--- src/rtl/spi_pkg.sv ---
// Shared SPI link definitions: frame IDs, frame length and slave FSM state encodings.
package spi_pkg;

  localparam logic [7:0] SLAVE_IDW  = 8'h64;   // write frame ID
  localparam logic [7:0] SLAVE_IDR  = 8'h65;   // read frame ID
  localparam logic [4:0] FRAME_BITS = 5'd24;   // {ID, ADDR, DATA}

  typedef enum logic [2:0] {
    ST_IDLE   = 3'd0,
    ST_ID     = 3'd1,
    ST_ADDR   = 3'd2,
    ST_DATA   = 3'd3,
    ST_DONE   = 3'd4,
    ST_IGNORE = 3'd5
  } spi_state_e;

endpackage

--- src/rtl/spi_sync.sv ---
// Two-flop synchroniser for an asynchronous pin, with one-clk rise/fall pulses
// derived from the synchronised level. RST_VAL sets the idle level of the chain.
module spi_sync #(
  parameter logic RST_VAL = 1'b0
) (
  input  logic clk,
  input  logic rst,
  input  logic din,
  output logic dout,
  output logic rise,
  output logic fall
);

  logic meta_reg;
  logic sync_reg;
  logic prev_reg;

  // Metastability chain plus one delayed copy for edge detection.
  always_ff @(posedge clk or posedge rst) begin
    if (rst) begin
      meta_reg <= RST_VAL;
      sync_reg <= RST_VAL;
      prev_reg <= RST_VAL;
    end else begin
      meta_reg <= din;
      sync_reg <= meta_reg;
      prev_reg <= sync_reg;
    end
  end

  assign dout = sync_reg;
  assign rise = sync_reg & ~prev_reg;
  assign fall = ~sync_reg & prev_reg;

endmodule

--- src/rtl/spi_slave_regs.sv ---
// SPI mode-0 slave decoding 24-bit {ID, ADDR, DATA} frames into an 8-bit
// register bank. Writes commit at the 24th bit; reads shift the addressed
// register out on miso during the DATA byte. The bank is also readable locally.
module spi_slave_regs
  import spi_pkg::*;
#(
  parameter int         DEPTH     = 16,
  parameter int         AW        = $clog2(DEPTH),
  parameter logic [7:0] SLAVE_IDW = spi_pkg::SLAVE_IDW,
  parameter logic [7:0] SLAVE_IDR = spi_pkg::SLAVE_IDR
) (
  input  logic          clk,
  input  logic          rst,
  input  logic          ss,
  input  logic          sck,
  input  logic          mosi,
  output logic          miso,
  input  logic [AW-1:0] host_addr,
  output logic [7:0]    host_rdata,
  output logic          wr_pulse,
  output logic [7:0]    wr_addr,
  output logic [7:0]    wr_data,
  output logic          frame_err,
  output logic          busy
);

  localparam logic [8:0] DEPTH_9 = 9'(DEPTH);

  // Synchronised pins and edge events
  logic ss_s, ss_rise, ss_fall;
  logic sck_level_unused, sck_rise, sck_fall;
  logic mosi_s, mosi_rise_unused, mosi_fall_unused;

  spi_sync #(.RST_VAL(1'b1)) u_ss_sync (
    .clk(clk), .rst(rst), .din(ss), .dout(ss_s), .rise(ss_rise), .fall(ss_fall)
  );
  spi_sync #(.RST_VAL(1'b0)) u_sck_sync (
    .clk(clk), .rst(rst), .din(sck), .dout(sck_level_unused), .rise(sck_rise), .fall(sck_fall)
  );
  spi_sync #(.RST_VAL(1'b0)) u_mosi_sync (
    .clk(clk), .rst(rst), .din(mosi), .dout(mosi_s), .rise(mosi_rise_unused), .fall(mosi_fall_unused)
  );

  // State and datapath registers
  spi_state_e  state_reg, state_next;
  logic [4:0]  bit_cnt_reg, bit_cnt_next;
  logic [7:0]  rx_reg, rx_next;
  logic [7:0]  tx_reg;
  logic [7:0]  addr_reg;
  logic        rw_reg;
  logic        bad_addr_reg;
  logic        miso_reg;
  logic        wr_pulse_reg;
  logic [7:0]  wr_addr_reg;
  logic [7:0]  wr_data_reg;
  logic        frame_err_reg;
  logic        armed_reg;
  logic [1:0]  flush_cnt_reg;
  logic [7:0]  bank_reg [DEPTH];

  // Combinational decode results
  logic        sck_rise_v, sck_fall_v, frame_start;
  logic [4:0]  cnt_inc;
  logic [7:0]  rx_shifted;
  logic        addr_ok;
  logic        err_next, commit, latch_id, latch_addr;

  // SCK edges only count while selected; an ss rise in the same clk wins
  // because the synced ss is already high then.
  assign sck_rise_v  = sck_rise & ~ss_s;
  assign sck_fall_v  = sck_fall & ~ss_s;
  // After reset the ss chain starts at 1 even if the pin is low, so a frame
  // may only start once ss has genuinely been seen high.
  assign frame_start = ss_fall & armed_reg;
  assign cnt_inc     = bit_cnt_reg + 5'd1;
  assign rx_shifted  = {rx_reg[6:0], mosi_s};
  assign addr_ok     = ({1'b0, rx_shifted} < DEPTH_9);

  // Frame FSM: next state, bit counter/shift register and decode strobes.
  always_comb begin
    state_next   = state_reg;
    bit_cnt_next = bit_cnt_reg;
    rx_next      = rx_reg;
    err_next     = 1'b0;
    commit       = 1'b0;
    latch_id     = 1'b0;
    latch_addr   = 1'b0;
    if (ss_rise) begin
      state_next = ST_IDLE;
      if (state_reg != ST_IDLE && state_reg != ST_DONE && state_reg != ST_IGNORE) begin
        err_next = (bit_cnt_reg != 5'd0);
      end
    end else if (frame_start) begin
      state_next   = ST_ID;
      bit_cnt_next = 5'd0;
    end else if (sck_rise_v && bit_cnt_reg != FRAME_BITS) begin
      bit_cnt_next = cnt_inc;
      rx_next      = rx_shifted;
      case (state_reg)
        ST_ID: begin
          if (cnt_inc == 5'd8) begin
            if (rx_shifted == SLAVE_IDW || rx_shifted == SLAVE_IDR) begin
              state_next = ST_ADDR;
              latch_id   = 1'b1;
            end else begin
              state_next = ST_IGNORE;
              err_next   = 1'b1;
            end
          end
        end
        ST_ADDR: begin
          if (cnt_inc == 5'd16) begin
            state_next = ST_DATA;
            latch_addr = 1'b1;
          end
        end
        ST_DATA: begin
          if (cnt_inc == FRAME_BITS) begin
            state_next = ST_DONE;
            if (bad_addr_reg) begin
              err_next = 1'b1;
            end else if (!rw_reg) begin
              commit = 1'b1;
            end
          end
        end
        default: ;
      endcase
    end
  end

  // FSM state, counter and frame fields.
  always_ff @(posedge clk or posedge rst) begin
    if (rst) begin
      state_reg     <= ST_IDLE;
      bit_cnt_reg   <= 5'd0;
      rx_reg        <= 8'h00;
      rw_reg        <= 1'b0;
      addr_reg      <= 8'h00;
      bad_addr_reg  <= 1'b0;
      frame_err_reg <= 1'b0;
    end else begin
      state_reg     <= state_next;
      bit_cnt_reg   <= bit_cnt_next;
      rx_reg        <= rx_next;
      frame_err_reg <= err_next;
      if (latch_id) begin
        rw_reg <= (rx_shifted == SLAVE_IDR);
      end
      if (latch_addr) begin
        addr_reg     <= rx_shifted;
        bad_addr_reg <= ~addr_ok;
      end
    end
  end

  // Arm frame starts once the ss chain has flushed and shows ss high.
  always_ff @(posedge clk or posedge rst) begin
    if (rst) begin
      flush_cnt_reg <= 2'd0;
      armed_reg     <= 1'b0;
    end else begin
      if (flush_cnt_reg != 2'd2) begin
        flush_cnt_reg <= flush_cnt_reg + 2'd1;
      end
      armed_reg <= armed_reg | ((flush_cnt_reg == 2'd2) & ss_s);
    end
  end

  // Read data path: load on the address byte, shift out on sck falls 16..23.
  always_ff @(posedge clk or posedge rst) begin
    if (rst) begin
      tx_reg   <= 8'h00;
      miso_reg <= 1'b0;
    end else if (ss_rise) begin
      miso_reg <= 1'b0;
    end else if (frame_start) begin
      tx_reg <= 8'h00;
    end else if (latch_addr) begin
      tx_reg <= (rw_reg && addr_ok) ? bank_reg[rx_shifted[AW-1:0]] : 8'h00;
    end else if (sck_fall_v) begin
      if (bit_cnt_reg >= 5'd16 && bit_cnt_reg < FRAME_BITS) begin
        miso_reg <= tx_reg[7];
        tx_reg   <= {tx_reg[6:0], 1'b0};
      end else if (bit_cnt_reg == FRAME_BITS) begin
        miso_reg <= 1'b0;
      end
    end
  end

  // Register bank and write-commit reporting.
  always_ff @(posedge clk or posedge rst) begin
    if (rst) begin
      for (int i = 0; i < DEPTH; i++) begin
        bank_reg[i] <= 8'h00;
      end
      wr_pulse_reg <= 1'b0;
      wr_addr_reg  <= 8'h00;
      wr_data_reg  <= 8'h00;
    end else begin
      wr_pulse_reg <= commit;
      if (commit) begin
        bank_reg[addr_reg[AW-1:0]] <= rx_shifted;
        wr_addr_reg                <= addr_reg;
        wr_data_reg                <= rx_shifted;
      end
    end
  end

  assign miso       = miso_reg;
  assign host_rdata = bank_reg[host_addr];
  assign wr_pulse   = wr_pulse_reg;
  assign wr_addr    = wr_addr_reg;
  assign wr_data    = wr_data_reg;
  assign frame_err  = frame_err_reg;
  assign busy       = ~ss_s;

endmodule

--- config.mk ---
export PLATFORM = sky130hd
export DESIGN_NAME = spi_slave_regs
export DESIGN_NICKNAME = d
export VERILOG_FILES = /design/src/rtl/spi_pkg.sv /design/src/rtl/spi_sync.sv /design/src/rtl/spi_slave_regs.sv
export SDC_FILE = /design/constraint.sdc
export NUM_CORES = 1
export LEC_CHECK = 0
export ABC_CLOCK_PERIOD_IN_PS = 13900
export BUFFER_PORTS_ARGS = -buffer_cell sky130_fd_sc_hd__buf_2
export CORE_UTILIZATION = 30
export DETAILED_ROUTE_END_ITERATION = 7
export MAX_ROUTING_LAYER = met4
export PLACE_DENSITY_LB_ADDON = 0.2
export SKIP_CTS_REPAIR_TIMING = 1
export SLEW_MARGIN = 10
export SYNTH_ARGS = -nofsm -noshare
export SYNTH_HDL_FRONTEND = slang
export SYNTH_HIERARCHICAL = 1
export SYNTH_SLANG_ARGS = --single-unit
--- constraint.sdc ---
create_clock -name clk -period 13.9 [get_ports clk]
set_input_delay 2.085 -clock clk [delete_from_list [all_inputs] [get_ports clk]]
set_output_delay 2.085 -clock clk [all_outputs]
set_load 0.03 [all_outputs]
==> impl_metrics.py, run 1 <==
metrics = {
    "routing": {
        "finalWirelength_um": 25660,
        "ant_nets": 0,
        "dr.pass1.iters": 5,
        "avgRoutedWirePerCell_um": 22.18,
        "via_per_inst": 5.217,
        "drt-initial-drc-count": 423,
        "vias": 6036,
        "post-route-drc-count": 0,
    },
    "timing": {
        "fin_crit_ns": 6.356,
        "finalHoldViolCount": 0,
        "setup_viol": 0,
        "fmax_mhz": 157.3,
        "fin_setup_tns_ns": 0,
        "worst_clock_skew_ns": 0.01472,
        "worst_pin_slew_ns": 1.120,
        "relSlewSlack_pct": 25.32,
        "rsz0062_at_grt": "false",
        "fin_crit_sh_pct": 45.73,
        "slew_violations": 0,
    },
    "power": {
        "pwr-share-seq_pct": 49.6,
        "p_sw_share_pct": 28.29,
        "internal_power_mw": 0.8508,
        "power.switching_mw": 0.3356,
        "comb_power_share_pct": 8.3,
        "powerDensity_nw_per_um2": 108.1,
        "leakage_nw": 5.044,
        "ir_worst_vdd_mv": 0.08004,
        "power_frac_clock_pct": 42.1,
    },
    "layout": {
        "design_area_um2": 10980,
        "seq_area_um2": 4786,
        "mostFrequentLayoutCell": "dfrtp_1",
        "areaGrowthSynthToFinish_pct": 11.90,
        "multiInputGateArea_um2": 4732,
        "drive_above_1_share_pct": 46.19,
        "most-common-layout-cells": "dfrtp_1, mux2_2, nand2_1, mux4_2, buf_2",
        "nets": 721,
        "largest_reg_flops": 128,
        "nFillCells": 3129,
    },
    "placement": {
        "port_buffers": 36,
        "dp_hpwl_um": 16280,
        "placed_area_um2": 10380,
        "gp_congestion": 0.8147,
    },
    "cts": {
        "cts_tree": "done",
        "clock_path_buffers": 2,
        "worstSkewPairLatency_ns": 0.44,
        "htreeDepth": 4,
        "path_clk_slew_ns": 0.07,
        "cts_sinks": 191,
        "cts_root_buffer": "clkbuf_16",
        "cts_buffers": 17,
    },
    "job": {
        "max_cap_violations": 0,
    },
    "critical_path": {
        "cp.required_ns": 11.81,
        "cp-end-kind": "output pin",
        "cp.arrival_ns": 4.27,
        "crit_fanout": 32,
        "crit_path_start_kind": "input pin",
        "criticalPathCategory": "in2out",
    },
    "hold_path": {
        "hold_path_class": "reg2reg",
    },
    "floorplanning": {
        "die_w_um": 182.8,
        "start_util_pct": 30.77,
        "die_h_um": 182.8,
        "core_area_um2": 31880,
        "die-area_um2": 33420,
        "num_rows": 65,
        "pin_count": 37,
    },
    "global_routing": {
        "grt_pass1_wl_um": 40460,
        "grt_pass1_vias": 6526,
        "overflow": 0,
        "grt_start_max_net_pins": 75,
        "grt_usage_pct": 16.82,
        "antenna_found_initial": 1,
    },
    "yosys": {
        "ys_warn_count": 6,
        "netlist_area_um2": 9808,
        "avgSynthCellArea_um2": 14.07,
        "synth_fp_nets": 710,
        "synth_cells": 697,
    },
    "run_status": {
        "status": "completed",
    },
}
==> final timing paths <==
path                                       from  cells after the start  slack (ns)                to
setup / recovery                   host_addr[0]                      4        7.54     host_rdata[5]
max in group asynchronous                   rst                      4       10.19      bank_reg[74]
setup reg to reg                 u_ss_sync/dout                      7       10.33      bank_reg[73]
hold / removal             u_mosi_sync/meta_reg                      0        0.35  u_mosi_sync/dout
hold reg to reg            u_mosi_sync/meta_reg                      0        0.35  u_mosi_sync/dout
min in group asynchronous                   rst                      2        1.55  u_mosi_sync/dout
==> critical path: stages <==
cell	delay [ns]
buf_2	0.83
mux4_2	0.61
mux4_2	0.52
buf_2	0.20
==> metal layers <==
metal / routed length [µm] / vias to the layer above / GRT usage, %
met5: 0 / - / -
met4: 605 / 0 / 5.633
met3: 1146 / 41 / 3.276
met2: 12560 / 161 / 26.66
met1: 11350 / 3212 / 21.64
li1: - / 2622 / -
==> through the flow <==
stage          instances  setup slack (ns)  util [%]  power, mW  hold slack, ns
2_1_floorplan        697             6.843         -     0.6640          0.3312
3_3_place_gp        1124             7.554     32.54     0.6957          0.3412
3_5_place_dp        1124             7.460     32.54     0.6985          0.3362
4_1_cts             1156             7.466     34.42      1.203          0.3534
5_1_grt             1157             7.376     34.43      1.241          0.3625
6_report            1157             7.544     34.43      1.186          0.3511
==> layout make-up <==
class	instances	share of cell area, %
Clock buffer	17	3.876
Antenna cell	1	0.02280
Inverter	10	0.3876
Timing Repair Buffer	48	2.462
Tap cell	435	4.959
Multi-Input combinational cell	440	43.11
Clock inverter	15	1.573
Sequential cell	191	43.60
==> power groups by stage <==
stage / registers, mW / logic, mW / clock network (mW)
final: 0.588 / 0.0984 / 0.500
after global routing: 0.591 / 0.108 / 0.543
after floorplan: 0.577 / 0.0869 / 0
after global placement: 0.597 / 0.0985 / 0
after detailed placement: 0.598 / 0.100 / 0
after CTS: 0.587 / 0.100 / 0.516
Note: power is estimated with default switching activity, not from simulation.
==> inputs of run 2 (changes only) <==
ABC_CLOCK_PERIOD_IN_PS = 6100   (was 13900)
clock period = 6.1 ns   (was 13.9 ns; I/O delays follow)
==> run 2 against run 1 <==
  * Core utilization rose by 0.067 points
  * Largest power group unchanged
  * Sequential power rose by 130%
  * Critical path depth rose by 3
  * Sequential share of layout area fell by 0.084 points
  * Critical endpoint is now bank_reg[102]
  * Final cell count barely moved
  * Count of clock-buffer cells in the layout rose by 1
  * Total power rose by 130%
  * Clock skew barely moved
  * Global-route usage rose by 0.46 points
==> impl_metrics.py, run 2 (same netlist as run 1, synthesis figures left out) <==
metrics = {
    "routing": {
        "finalWirelength_um": 26290,
        "drt-initial-drc-count": 454,
        "vias": 6051,
        "dr.pass1.iters": 5,
        "ant_nets": 0,
        "post-route-drc-count": 0,
        "avgRoutedWirePerCell_um": 22.74,
        "via_per_inst": 5.234,
    },
    "floorplanning": {
        "die_h_um": 182.8,
        "pin_count": 37,
        "core_area_um2": 31880,
        "die_w_um": 182.8,
        "start_util_pct": 30.77,
        "num_rows": 65,
        "die-area_um2": 33420,
    },
    "timing": {
        "fin_crit_sh_pct": 66.85,
        "slew_violations": 0,
        "holdWs_ns": 0.3533,
        "fin_crit_ns": 4.078,
        "fmax_mhz": 245.2,
        "worst_clock_skew_ns": 0.01426,
        "worst_pin_slew_ns": 1.068,
        "relSlewSlack_pct": 28.59,
        "finalHoldViolCount": 0,
        "setup_viol": 0,
        "rsz0062_at_grt": "false",
        "fin_setup_tns_ns": 0,
    },
    "layout": {
        "areaGrowthSynthToFinish_pct": 12.12,
        "drive_above_1_share_pct": 46.05,
        "largest_reg_flops": 128,
        "stdcell_count": 1156,
        "mostFrequentLayoutCell": "dfrtp_1",
        "most-common-layout-cells": "dfrtp_1, mux2_2, nand2_1, mux4_2, buf_2",
        "nets": 721,
        "seq_area_um2": 4786,
        "num_antenna_cells": 0,
        "final_util_pct": 34.49,
        "multiInputGateArea_um2": 4732,
        "nFillCells": 3141,
    },
    "critical_path": {
        "cp.required_ns": 6.42,
        "crit_fanout": 17,
        "cp.arrival_ns": 4.40,
        "crit_path_start_kind": "flop",
        "criticalPathCategory": "reg2reg",
        "cp-end-kind": "flop",
    },
    "global_routing": {
        "grt_pass1_vias": 6386,
        "busiest_layer": "met2",
        "grt_pass1_wl_um": 41290,
        "met1_usage_pct": 22.53,
        "gr-usage-met3_pct": 2.800,
        "grt_usage_pct": 17.28,
        "overflow": 0,
        "grt_start_max_net_pins": 101,
        "antenna_found_initial": 0,
        "use_met2_pct": 27.79,
    },
    "cts": {
        "worstSkewPairLatency_ns": 0.44,
        "cts_buffers": 17,
        "clock_path_buffers": 2,
        "path_clk_slew_ns": 0.07,
        "cts_tree": "done",
        "htreeDepth": 4,
        "cts_root_buffer": "clkbuf_16",
        "cts_sinks": 191,
    },
    "hold_path": {
        "hold_path_class": "reg2reg",
    },
    "run_status": {
        "status": "completed",
    },
    "power": {
        "ir_worst_vdd_mv": 0.1937,
        "leakage_nw": 5.054,
        "powerDensity_nw_per_um2": 252.5,
    },
    "placement": {
        "dp_hpwl_um": 16740,
        "port_buffers": 36,
        "dp_cells": 1124,
        "gp_congestion": 0.7829,
    },
    "job": {
        "max_cap_violations": 0,
    },
}
## run 2: layer usage
metal	routed length, µm	part of all wire (%)	up-vias
li1	-	-	2631
met1	12070	46	3262
met2	12990	49	129
met3	771	2.9	29
met4	459	1.7	0
met5	0	0	-
## run 2: cell type report
| type | instances | share of cell area (%) |
|---|---|---|
| flip-flops and latches | 191 | 43.52 |
| multi-input cells | 440 | 43.03 |
| well taps | 435 | 4.949 |
| clock buffers | 18 | 3.903 |
| repair buffers | 48 | 2.480 |
| clock inverters | 14 | 1.729 |
| inverters | 10 | 0.3868 |
## run 2: worst paths after layout
path / start / endpoint / slack, ns / depth (start not counted)
worst min-delay path: u_mosi_sync/meta_reg / u_mosi_sync/dout / 0.35 / 0
worst max register to register: u_ss_sync/dout / bank_reg[102] / 2.02 / 7
min in group asynchronous: rst / u_mosi_sync/meta_reg / 0.37 / 2
worst min register to register: u_mosi_sync/meta_reg / u_mosi_sync/dout / 0.35 / 0
max in group asynchronous: rst / rx_reg[1] / 4.12 / 3
worst max-delay path: u_ss_sync/dout / bank_reg[102] / 2.02 / 7
## run 2: power by group
group | internal, mW | switching [mW]
Clock | 0.662 | 0.548
Combinational | 0.0712 | 0.144
Sequential | 1.28 | 0.0708
## run 2: critical path, cell delays in order, from the launching register on
cell and delay, ns:
dfstp_2 0.57, and2b_2 0.24, a21oi_1 0.34, nand3_2 0.37, nand3b_1 0.89, buf_4 0.47, nor3_4 0.65, mux2_2 0.40
## run 2: through the flow
step | worst slack, ns | power (mW) | cell area (µm²)
floorplan | 0.2130 | 1.513 | 9808
global placement | 1.961 | 1.596 | 10380
detailed placement | 1.973 | 1.599 | 10380
CTS | 1.964 | 2.814 | 10990
global route | 1.738 | 2.882 | 11000
finish | 2.022 | 2.776 | 11000
==> inputs of run 3 (changes only) <==
ABC_AREA = 1   (was unset)
ABC_CLOCK_PERIOD_IN_PS = 3800   (was 6100)
clock period = 3.8 ns   (was 6.1 ns; I/O delays follow)
==> run 3 against run 2 <==
  * Critical path depth increased by 2
  * Combinational power increased to 3.4 times the previous value
  * Final cell count increased by 90%
  * Clock skew increased by 0.00068 ns
  * Synthesized cell count increased by 140%
  * Total power increased by 71%
  * Global-route usage increased by 2.7 points
  * Highest routed layer unchanged
==> impl_metrics.py, run 3 <==
metrics = {
    "floorplanning": {
        "core_area_um2": 36870,
        "start_util_pct": 30.75,
        "die_w_um": 196.4,
        "pin_count": 37,
        "die-area_um2": 38570,
        "num_rows": 70,
        "die_h_um": 196.4,
    },
    "placement": {
        "port_buffers": 36,
        "placed_area_um2": 12010,
        "dp_slack_ns": 0.9619,
        "dp_cells": 2160,
        "gp_congestion": 0.8675,
        "dp_hpwl_um": 23420,
    },
    "critical_path": {
        "criticalPathCategory": "in2out",
        "crit_fanout": 23,
        "r2r_slack_ns": 1.12,
        "cp.required_ns": 3.23,
        "cp-end-kind": "output pin",
        "cp.arrival_ns": 2.31,
        "r2r-end": "bank_reg[47]",
        "r2r_cells": 12,
        "crit_path_start_kind": "input pin",
        "rr_startpoint": "u_ss_sync/dout",
    },
    "hold_path": {
        "min_from": "mosi",
        "hold_path_class": "in2reg",
        "min_path_cells": 1,
        "holdPathEnd": "u_mosi_sync/meta_reg",
    },
    "yosys": {
        "synth_cells": 1677,
        "netlist_area_um2": 11340,
        "synth_fp_nets": 1690,
        "ys_warn_count": 6,
        "avgSynthCellArea_um2": 6.760,
    },
    "layout": {
        "most-common-layout-cells": "nand2_1, inv_1, nand3_1, dfrtp_1, o21ai_0",
        "stdcell_count": 2193,
        "mostFrequentLayoutCell": "nand2_1",
        "design_area_um2": 12620,
        "areaGrowthSynthToFinish_pct": 11.30,
        "largest_reg_flops": 128,
        "nets": 1689,
        "num_antenna_cells": 0,
        "final_util_pct": 34.22,
        "drive_above_1_share_pct": 8.644,
    },
    "power": {
        "powerDensity_nw_per_um2": 377.0,
        "leakage_nw": 7.601,
        "ir_worst_vdd_mv": 0.3323,
    },
    "timing": {
        "fin_setup_tns_ns": 0,
        "fin_crit_sh_pct": 75.71,
        "relSlewSlack_pct": 35.29,
        "fmax_mhz": 347.6,
        "worst_clock_skew_ns": 0.01495,
        "setup_ws_ns": 0.9228,
        "finalHoldViolCount": 0,
        "rsz0062_at_grt": "false",
        "slew_violations": 0,
        "setup_viol": 0,
        "fin_crit_ns": 2.877,
        "worst_pin_slew_ns": 0.9647,
    },
    "global_routing": {
        "grt_start_max_net_pins": 75,
        "grt_usage_pct": 19.94,
        "gr-usage-met3_pct": 2.943,
        "antenna_found_initial": 0,
        "met1_usage_pct": 27.49,
        "overflow": 0,
        "use_met2_pct": 30.65,
        "grt_pass1_vias": 9717,
        "grt_pass1_wl_um": 57120,
        "busiest_layer": "met2",
    },
    "cts": {
        "path_clk_slew_ns": 0.07,
        "htreeDepth": 4,
        "clock_path_buffers": 2,
        "worstSkewPairLatency_ns": 0.46,
        "cts_buffers": 17,
        "cts_tree": "done",
        "cts_root_buffer": "clkbuf_16",
        "cts_sinks": 191,
    },
    "routing": {
        "via_per_inst": 4.709,
        "ant_nets": 0,
        "post-route-drc-count": 0,
        "finalWirelength_um": 35970,
        "avgRoutedWirePerCell_um": 16.40,
        "vias": 10330,
        "drt-initial-drc-count": 843,
        "dr.pass1.iters": 5,
    },
    "run_status": {
        "status": "completed",
    },
    "job": {
        "max_cap_violations": 0,
    },
}
## run 3: layer usage
layer / share of wire [%] / vias up
met2: 45 / 250
met3: 4.5 / 27
met1: 49 / 4888
met5: 0 / -
met4: 1.2 / 0
li1: - / 5162
## run 3: power breakdown
part	internal, mW	switching [mW]	total, mW
Sequential	2.06	0.0558	2.11
Combinational	0.164	0.573	0.737
Clock	1.03	0.871	1.90
Total	3.26	1.50	4.76
## run 3: worst max path at each step
stage,startpoint,to,slack [ns]
finish,host_addr[1],host_rdata[1],0.92
global route,u_ss_sync/dout,tx_reg[5],0.77
CTS,host_addr[1],host_rdata[1],0.94
detailed placement,host_addr[1],host_rdata[1],0.96
global placement,host_addr[1],host_rdata[7],0.96
floorplan,rst,addr_reg[0],0.88
## run 3: cell type report
type / count / area [µm²]
fill: 4018 / 24250
multi-input combinational: 1084 / 4949
sequential: 191 / 4785
inverter: 314 / 1182
tap: 504 / 630.6
timing repair buffer: 68 / 475.5
clock buffer: 18 / 429.2
clock inverter: 14 / 167.7
## run 3: stage by stage
stage | power (mW) | hold WS (ns)
6_report | 4.757 | 0.2188
4_1_cts | 4.807 | -0.02104
3_3_place_gp | 2.890 | 0.3331
5_1_grt | 4.953 | 0.1960
3_5_place_dp | 2.890 | 0.3346
2_1_floorplan | 2.581 | 0.3112
## run 3: worst max-delay path: stages
cell	delay [ns]
buf_2	0.37
buf_4	0.37
buf_4	0.24
a21oi_1	0.05
o21ai_0	0.08
nand2_1	0.06
o221ai_1	0.24
nand2_1	0.10
buf_2	0.19
